**src/rtl/fetch.sv**
```systemverilog
// Instruction fetch stage: PC sequencing, memory request issue, in-order
// response buffering, redirect/flush handling and misaligned-target faults.
// Ports: clock, reset (sync, active-high); stall, flush, redirectValid,
// redirectTarget from the back end; instrReq*/instrResp* to instruction
// memory; outValid/outInstruction/outProgramCounter/outProgramCounterPlus4/
// outFetchFault payload to decode.
module fetch #(
  parameter logic [31:0] RESET_VECTOR = 32'h0000_0000,
  parameter int          DEPTH        = 2
) (
  input  logic        clock,
  input  logic        reset,
  input  logic        stall,
  input  logic        flush,
  input  logic        redirectValid,
  input  logic [31:0] redirectTarget,
  output logic        instrReqValid,
  input  logic        instrReqReady,
  output logic [31:0] instrReqAddress,
  input  logic        instrRespValid,
  input  logic [31:0] instrRespData,
  output logic        outValid,
  output logic [31:0] outInstruction,
  output logic [31:0] outProgramCounter,
  output logic [31:0] outProgramCounterPlus4,
  output logic        outFetchFault
);

  localparam int PW = $clog2(DEPTH);
  localparam int CW = PW + 1;
  localparam logic [31:0] NOP = 32'h0000_0013;

  typedef enum logic {
    S_FETCH,
    S_HALT
  } state_t;

  state_t state;
  state_t state_n;

  logic [31:0]   pc;
  logic [31:0]   pc_n;
  logic [CW-1:0] outstanding;
  logic [CW-1:0] outstanding_n;
  logic [CW-1:0] drop_count;
  logic [CW-1:0] drop_n;
  logic [CW-1:0] buf_count;
  logic [CW-1:0] buf_count_n;

  logic [PW-1:0] buf_head;
  logic [PW-1:0] buf_tail;
  logic [PW-1:0] pcq_head;
  logic [PW-1:0] pcq_tail;

  logic [31:0] buf_instr [DEPTH];
  logic [31:0] buf_pc    [DEPTH];
  logic [31:0] pcq       [DEPTH];

  logic        out_valid_n;
  logic        fault_n;
  logic [31:0] instr_n;
  logic [31:0] opc_n;

  logic        accept;
  logic        dropping;
  logic        keep;
  logic        bypass;
  logic        buf_push;
  logic        buf_pop;
  logic [31:0] resp_pc;

  // The output register is not counted: buffer plus in-flight requests
  // are bounded so every response has a slot even under stall.
  assign instrReqValid = (state == S_FETCH) && !redirectValid &&
                         ((outstanding + buf_count) < CW'(DEPTH));
  assign instrReqAddress = pc;

  assign accept   = instrReqValid && instrReqReady;
  assign dropping = instrRespValid && (drop_count != '0);
  assign keep     = instrRespValid && (drop_count == '0);
  assign resp_pc  = pcq[pcq_head];

  assign bypass = keep && !redirectValid && !flush &&
                  (buf_count == '0) && (!outValid || !stall);

  always_comb begin
    state_n       = state;
    pc_n          = pc;
    outstanding_n = outstanding + CW'(accept) - CW'(instrRespValid);
    drop_n        = drop_count;
    buf_count_n   = buf_count;
    buf_push      = 1'b0;
    buf_pop       = 1'b0;
    out_valid_n   = outValid;
    fault_n       = outFetchFault;
    instr_n       = outInstruction;
    opc_n         = outProgramCounter;

    if (accept) begin
      pc_n = pc + 32'd4;
    end

    if (redirectValid) begin
      pc_n        = redirectTarget;
      drop_n      = outstanding - CW'(instrRespValid);
      buf_count_n = '0;
      out_valid_n = 1'b0;
      fault_n     = 1'b0;
      state_n     = S_FETCH;
      // Misaligned target: emit one NOP-shaped fault payload and park.
      if (redirectTarget[1:0] != 2'b00) begin
        state_n     = S_HALT;
        out_valid_n = 1'b1;
        fault_n     = 1'b1;
        instr_n     = NOP;
        opc_n       = redirectTarget;
      end
    end else begin
      if (dropping) begin
        drop_n = drop_count - 1'b1;
      end

      if (flush) begin
        out_valid_n = 1'b0;
        fault_n     = 1'b0;
      end else if (!stall && (buf_count != '0)) begin
        out_valid_n = 1'b1;
        fault_n     = 1'b0;
        instr_n     = buf_instr[buf_head];
        opc_n       = buf_pc[buf_head];
        buf_pop     = 1'b1;
      end else if (bypass) begin
        out_valid_n = 1'b1;
        fault_n     = 1'b0;
        instr_n     = instrRespData;
        opc_n       = resp_pc;
      end else if (!stall) begin
        out_valid_n = 1'b0;
        fault_n     = 1'b0;
      end

      buf_push    = keep && !bypass;
      buf_count_n = buf_count + CW'(buf_push) - CW'(buf_pop);
    end
  end

  always_ff @(posedge clock) begin
    if (reset) begin
      state                  <= S_FETCH;
      pc                     <= RESET_VECTOR;
      outstanding            <= '0;
      drop_count             <= '0;
      buf_count              <= '0;
      buf_head               <= '0;
      buf_tail               <= '0;
      pcq_head               <= '0;
      pcq_tail               <= '0;
      outValid               <= 1'b0;
      outFetchFault          <= 1'b0;
      outInstruction         <= '0;
      outProgramCounter      <= '0;
      outProgramCounterPlus4 <= '0;
    end else begin
      state                  <= state_n;
      pc                     <= pc_n;
      outstanding            <= outstanding_n;
      drop_count             <= drop_n;
      buf_count              <= buf_count_n;
      outValid               <= out_valid_n;
      outFetchFault          <= fault_n;
      outInstruction         <= instr_n;
      outProgramCounter      <= opc_n;
      outProgramCounterPlus4 <= opc_n + 32'd4;

      if (accept) begin
        pcq_tail <= pcq_tail + 1'b1;
      end
      // Every response, kept or dropped, retires its PC tag.
      if (instrRespValid) begin
        pcq_head <= pcq_head + 1'b1;
      end

      if (redirectValid) begin
        buf_head <= '0;
        buf_tail <= '0;
      end else begin
        if (buf_push) begin
          buf_tail <= buf_tail + 1'b1;
        end
        if (buf_pop) begin
          buf_head <= buf_head + 1'b1;
        end
      end
    end
  end

  always_ff @(posedge clock) begin
    if (accept) begin
      pcq[pcq_tail] <= pc;
    end
    if (buf_push && !redirectValid) begin
      buf_instr[buf_tail] <= instrRespData;
      buf_pc[buf_tail]    <= resp_pc;
    end
  end

  a_no_overflow: assert property (@(posedge clock) disable iff (reset)
    !(buf_push && !buf_pop && (buf_count == CW'(DEPTH))));

  a_resp_expected: assert property (@(posedge clock) disable iff (reset)
    !(instrRespValid && (outstanding == '0)));

endmodule

```
**config.mk**
```make
export PLATFORM = sky130hd
export DESIGN_NAME = fetch
export DESIGN_NICKNAME = d
export VERILOG_FILES = /design/src/rtl/fetch.sv
export SDC_FILE = /design/constraint.sdc
export NUM_CORES = 1
export LEC_CHECK = 0
export CORE_ASPECT_RATIO = 0.8
export CORE_MARGIN = 2
export CORE_UTILIZATION = 49
export DETAILED_ROUTE_END_ITERATION = 6
export GPL_TIMING_DRIVEN = 0
export PLACE_DENSITY = 0.77
export SLEW_MARGIN = 15
export SYNTH_ARGS = -nofsm -noshare
export SYNTH_HDL_FRONTEND = slang
export SYNTH_SLANG_ARGS = --single-unit
export TNS_END_PERCENT = 1
```
**constraint.sdc**
```tcl
create_clock -name clock -period 8 [get_ports clock]
set_input_delay 0.8 -clock clock [delete_from_list [all_inputs] [get_ports clock]]
set_output_delay 0.8 -clock clock [all_outputs]
set_load 0.02 [all_outputs]
```
# Yosys cells after proc, flatten, opt, wreduce, memory -nomap -nowiden

Memory sizes are Yosys's and may differ from the RTL's. A register that Yosys moved wholly into a read port is not among the register bits.
Cells that the tools add are included.

Register bits after elaboration: 141
Bits in writable memories: 192
Word-level logic and storage cells: 102
Memories: 3

Add/sub/neg operators: 13
Order comparisons: 1
Equality and inequality tests: 3
Muxes and demuxes: 39
Bitwise logic cells: 1
Reductions and logical operators: 28

Memory list:

| name      | words | width | rd ports | clocked after Yosys merged registers in | write ports | line | source |
|---|---|---|---|---|---|---|---|
| buf_instr | 2     | 32    | 1        | 1                                       | 1           | 55   | `logic [31:0] buf_instr [DEPTH];` |
| buf_pc    | 2     | 32    | 1        | 1                                       | 1           | 56   | `logic [31:0] buf_pc [DEPTH];` |
| pcq       | 2     | 32    | 1        | 1                                       | 1           | 57   | `logic [31:0] pcq [DEPTH];` |

Operators by type and width:

| operator                                                            | count |
|---|---|
| 32-bit 2-to-1 mux                                                   | 12 |
| 32-bit by 3-bit adder with 32-bit output (second input constant)    | 2 |
| 1-bit 2-to-1 mux                                                    | 25 |
| 1-bit logical AND                                                   | 12 |
| 2-bit nonzero test                                                  | 5 |
| 2-bit by 1-bit subtractor with 2-bit output                         | 3 |
| 1-bit zero test                                                     | 5 |
| 5-bit by 1-bit != test with 1-bit output (second input constant)    | 1 |
| 1-bit adder (second input constant)                                 | 4 |
| 2-bit by 1-bit adder with 2-bit output                              | 2 |
| 2-bit zero test                                                     | 2 |
| 2-bit 2-to-1 mux                                                    | 2 |
| 2-bit by 1-bit != test with 1-bit output (second input constant)    | 2 |
| 3-bit AND reduction                                                 | 1 |
| 3-bit nonzero test                                                  | 1 |
| 2-bit adder                                                         | 1 |
| 2-bit < comparator (second input constant)                          | 1 |
| 2-bit OR reduction                                                  | 1 |
| 2-bit by 1-bit subtractor with 2-bit output (second input constant) | 1 |
| 1-bit logical OR                                                    | 1 |
| 1-bit NOT                                                           | 1 |

# Logic depth before layout (Yosys ltp)

Depth in word-level cells: 12
Depth in mapped cells: 16
Gate-level depth less buffers: 13

# Worst setup path before layout

Ideal clock, no wire load.

Kind: input-to-reg
From: input redirectValid
To: memory buf_instr[1][0] (enable)
Arrival time: 6933 ps
Data required time: 7422 ps
Slack: 489 ps
Cell stages on the path: 8
Path buffers: 7
Cell sequence: clkbuf_1 clkbuf_1 clkbuf_1 clkbuf_1 clkbuf_1 clkbuf_1 buf_1 nor3b_1

Word-level cells in the longest chain between the ends: 11

Ends and longest elaborated chain:

| item                                     | line    | source |
|---|---|---|
| start: declaration                       | 15      | `input logic redirectValid,` |
| 1-bit zero test                          | 83, 201 |  |
| 1-bit logical AND (3 in series)          | 83      | `assign bypass = keep && !redirectValid && !flush &&` |
| 1-bit logical AND                        | 84      | `(buf_count == '0) && (!outValid \|\| !stall);` |
| 1-bit zero test                          | 142     | `buf_push = keep && !bypass;` |
| 1-bit logical AND                        | 142     |  |
| 1-bit 2-to-1 mux                         | 103     | `if (redirectValid) begin` |
| 1-bit logical AND *                      | 201     | `if (buf_push && !redirectValid) begin` |
| 1-bit 2-to-1 mux *                       | 201     |  |
| 1-bit 2-to-1 mux (implied by the code) * | 202     | `buf_instr[buf_tail] <= instrRespData;` |
| end: declaration                         | 55      |  |

Every way passes the cells marked *; elsewhere a longest branch is shown, timed or not.

# Final worst setup path

From: input redirectValid
To: output instrReqValid

Word-level cells in the longest chain between the ends: 3

Ends and longest elaborated chain:

| item                            | line | source |
|---|---|---|
| 1-bit zero test                 | 74   | `assign instrReqValid = (state == S_FETCH) && !redirectValid &&` |
| 1-bit logical AND (2 in series) | 74   |  |
| end: declaration                | 17   | `output logic instrReqValid,` |

Every way passes these cells.

==> results.cfg <==
[floorplanning]
start_util = 0.5007
core_um2 = 28420
fp-row-count = 55
io_pins = 202
die_x_um = 194.5
die-area_um2 = 30430
die_y_um = 156.4

[clock_tree]
clockBufferDepth = 3
cts_root_buf = clkbuf_16
htreeDepth = 2
clk_pin_slew_worst_paths_ns = 0.06
ctsHoldBuffers = 0
clk_latency_ns = 0.53
cts-buffers-inserted = 34
cts_tree = done
cts_resized = 0
post_cts_buffers = 0
cts.sinks = 333

[global_routing]
grt_pass1_wl_mm = 67.48
grt_pass1_vias = 11130
grt-ovfl-total = 0
antenna_found_initial = 1
grtUsageTotal = 0.2967
grt_max_degree = 20

[yosys]
synth_enable_flop_cells = 192
yosysSeqAreaShare = 0.6035
yosys-top-cells-area = edfxtp_1 41%, dfxtp_1 20%, nor2_1 4.4%, mux2i_1 4.1%, mux2_2 3.6%
synth.most_common_cell = edfxtp_1
synth.distinct_cells = 78
yosysTopAreaCell = edfxtp_1
yosysTopAreaCellShare = 0.4052
async_flop_share = 0
synth_seq_cells = 333
yosys-top-cells-count = 192 x edfxtp_1, 168 x nor2_1, 141 x dfxtp_1, 78 x a21oi_1, 77 x nand2_1
synth_ff_type = edfxtp_1
synthesis.nets = 1309
synthCells = 1230
synth_warnings = 0
synth_area_um2 = 14230
synth_area_per_cell_um2 = 11.57

[timing]
tightest_slew_ns = 0.9768
maxSlewViolCount = 0
slew_headroom = 0.3464
hold_violations = 0
whs_ns = 0.4910
period_share = 0.8305
setup_tns_ns = 0
setup_violations = 0
fin_worst_skew_ns = 0.03119
period_minus_slack_ns = 6.644
rsz0062_at_grt = no
fmax_ghz = 0.1505

[layout]
fin_nets = 1560
fin_area_um2 = 17980
flow.area_growth_from_synthesis_pct = 26.39
antenna_cells = 0
drive_gt1_frac = 0.1003

[place]
hpwl_mm = 33.29
placed_area_um2 = 16880
port_buffers = 198
gp_congestion = 0.9528

[drt]
ant_nets = 0
drt-pass1-iter-count = 6
viasPerCell = 6.178
vias = 11590
post-route-drc-count = 0
wl_per_cell_um = 24.37
postRouteWirelength_mm = 45.72
dr.first_iter.drc_count = 1674

[worst_setup_path]
reg2reg_from = drop_count[0]$_SDFFE_PP0P_
cp_data_required_time_ns = 7.20
start_kind = input pin
end_kind = primary output
cp_common_cell = clkbuf_1
path_cells = clkdlybuf4s50_1, clkbuf_1, clkbuf_1, clkbuf_1, clkbuf_1, clkbuf_1, clkbuf_1, buf_1, nor3_1, clkdlybuf4s50_1
cpMaxStageDelayCell = clkbuf_1
crit_arrival_ns = 5.84
cpPeakStageDelay_ns = 0.66
cp_max_fo = 10
critPathLaunch = redirectValid
path_class = in -> out

[pwr]
p_sw_frac = 0.2644
leakage_uw = 0.006047
ir_drop_v = 0.0001429
pwr-share-comb = 0.158
seq_power_share = 0.470
clkPwrFrac = 0.371
p_sw_uw = 1117
p_per_area_nw_per_um2 = 234.9
p_int_uw = 3108

[run]
max-cap-violations = 0

[min_path]
hold_path_class = reg -> reg
min-delay-start = outInstruction[25]$_SDFFE_PP0P_

[run_status]
status = finished, final reports clean
==> metal layers <==
layer | share of wire | routed length [um] | vias up | GRT usage
li1 | - | - | 5139 | -
met1 | 0.40 | 18160 | 5564 | 0.4167
met2 | 0.43 | 19850 | 770 | 0.4453
met3 | 0.14 | 6200 | 116 | 0.07500
met4 | 0.033 | 1501 | 0 | 0.1110
met5 | 0 | 0 | - | 0
==> cell type report <==
type	instances	area (um2)
clock inverters	9	93.84
repair buffers	215	2180
fillers	2228	10440
inverters	17	63.81
multi-input cells	795	5238
well taps	370	462.9
plain buffers	85	359.1
clock buffers	52	999.7
flip-flops and latches	333	8588
==> cells in the final DEF, fill, tap and decap left out, drive strengths merged, types with 8 or more instances in the layout <==
cell type | Yosys | routed
clkdlybuf4s50 | 0 | 198
edfxtp | 192 | 192
nor2 | 169 | 169
dfxtp | 141 | 141
clkbuf | 56 | 108
a21oi | 78 | 78
nand2 | 77 | 77
mux2i | 58 | 58
mux2 | 49 | 49
o21ai | 47 | 47
buf | 29 | 46
a2111oi | 29 | 29
nand3 | 18 | 18
nand4 | 18 | 18
xnor2 | 17 | 17
inv | 16 | 17
nor4 | 16 | 16
nor3 | 15 | 15
a31oi | 14 | 14
xor2 | 12 | 12
a32oi | 12 | 12
o211ai | 11 | 11
o221ai | 11 | 11
nor3b | 11 | 11
or3 | 10 | 10
nor2b | 9 | 9
a221oi | 9 | 9
a31o | 9 | 9
ha | 8 | 8
==> path summary, 6_finish.rpt <==
| kind | depth (start not counted) | to | slack [ns] |
|---|---|---|---|
| setup / recovery | 10 | instrReqValid | 1.36 |
| hold reg to reg | 2 | outInstruction[25]$_SDFFE_PP0P_ | 0.49 |
| hold / removal | 2 | outInstruction[25]$_SDFFE_PP0P_ | 0.49 |
| setup reg to reg | 16 | outProgramCounterPlus4[22]$_SDFF_PP0_ | 3.27 |
==> flip-flops by register name, summed over array words and instances (netlist names), 2 cells and up, named ones only <==
register and count:
outstanding 2, buf_pc 64, instrReqAddress 32, outProgramCounterPlus4 30, outInstruction 32, drop_count 2, buf_count 2, buf_instr 64
outProgramCounter 32, pcq 64
==> logic make-up after synthesis <==
group,synth area share
compound gates,0.1360
xor+xnor,0.01785
fa+ha+maj,0.007034
buf+inv,0.02972
flops,0.6035
mux,0.07957
simple gates,0.1263
==> power groups by stage <==
stage | logic [uW] | registers, uW | clock network [uW]
floorplan | 297 | 2060 | 0
global placement | 624 | 2020 | 0
detailed placement | 648 | 2020 | 0
CTS | 654 | 1980 | 1570
global route | 705 | 1990 | 1640
finish | 669 | 1990 | 1570
==> worst max-delay path, delay by kind of cell <==
family                 cells  cell delay (ns)
buffers and inverters      9             4.86
and+or+nand+nor            1             0.17
==> through the flow <==
| step | setup slack (ns) | power (uW) | cells | utilization |
|---|---|---|---|---|
| 2_1_floorplan | 0.4893 | 2361 | 1230 | - |
| 3_3_place_gp | -4.339 | 2648 | 1798 | 0.5867 |
| 3_5_place_dp | 1.605 | 2668 | 1814 | 0.5941 |
| 4_1_cts | 1.609 | 4212 | 1875 | 0.6325 |
| 5_1_grt | 1.329 | 4338 | 1876 | 0.6328 |
| 6_report | 1.356 | 4225 | 1876 | 0.6328 |
Note: power is estimated with default switching activity, not from simulation.
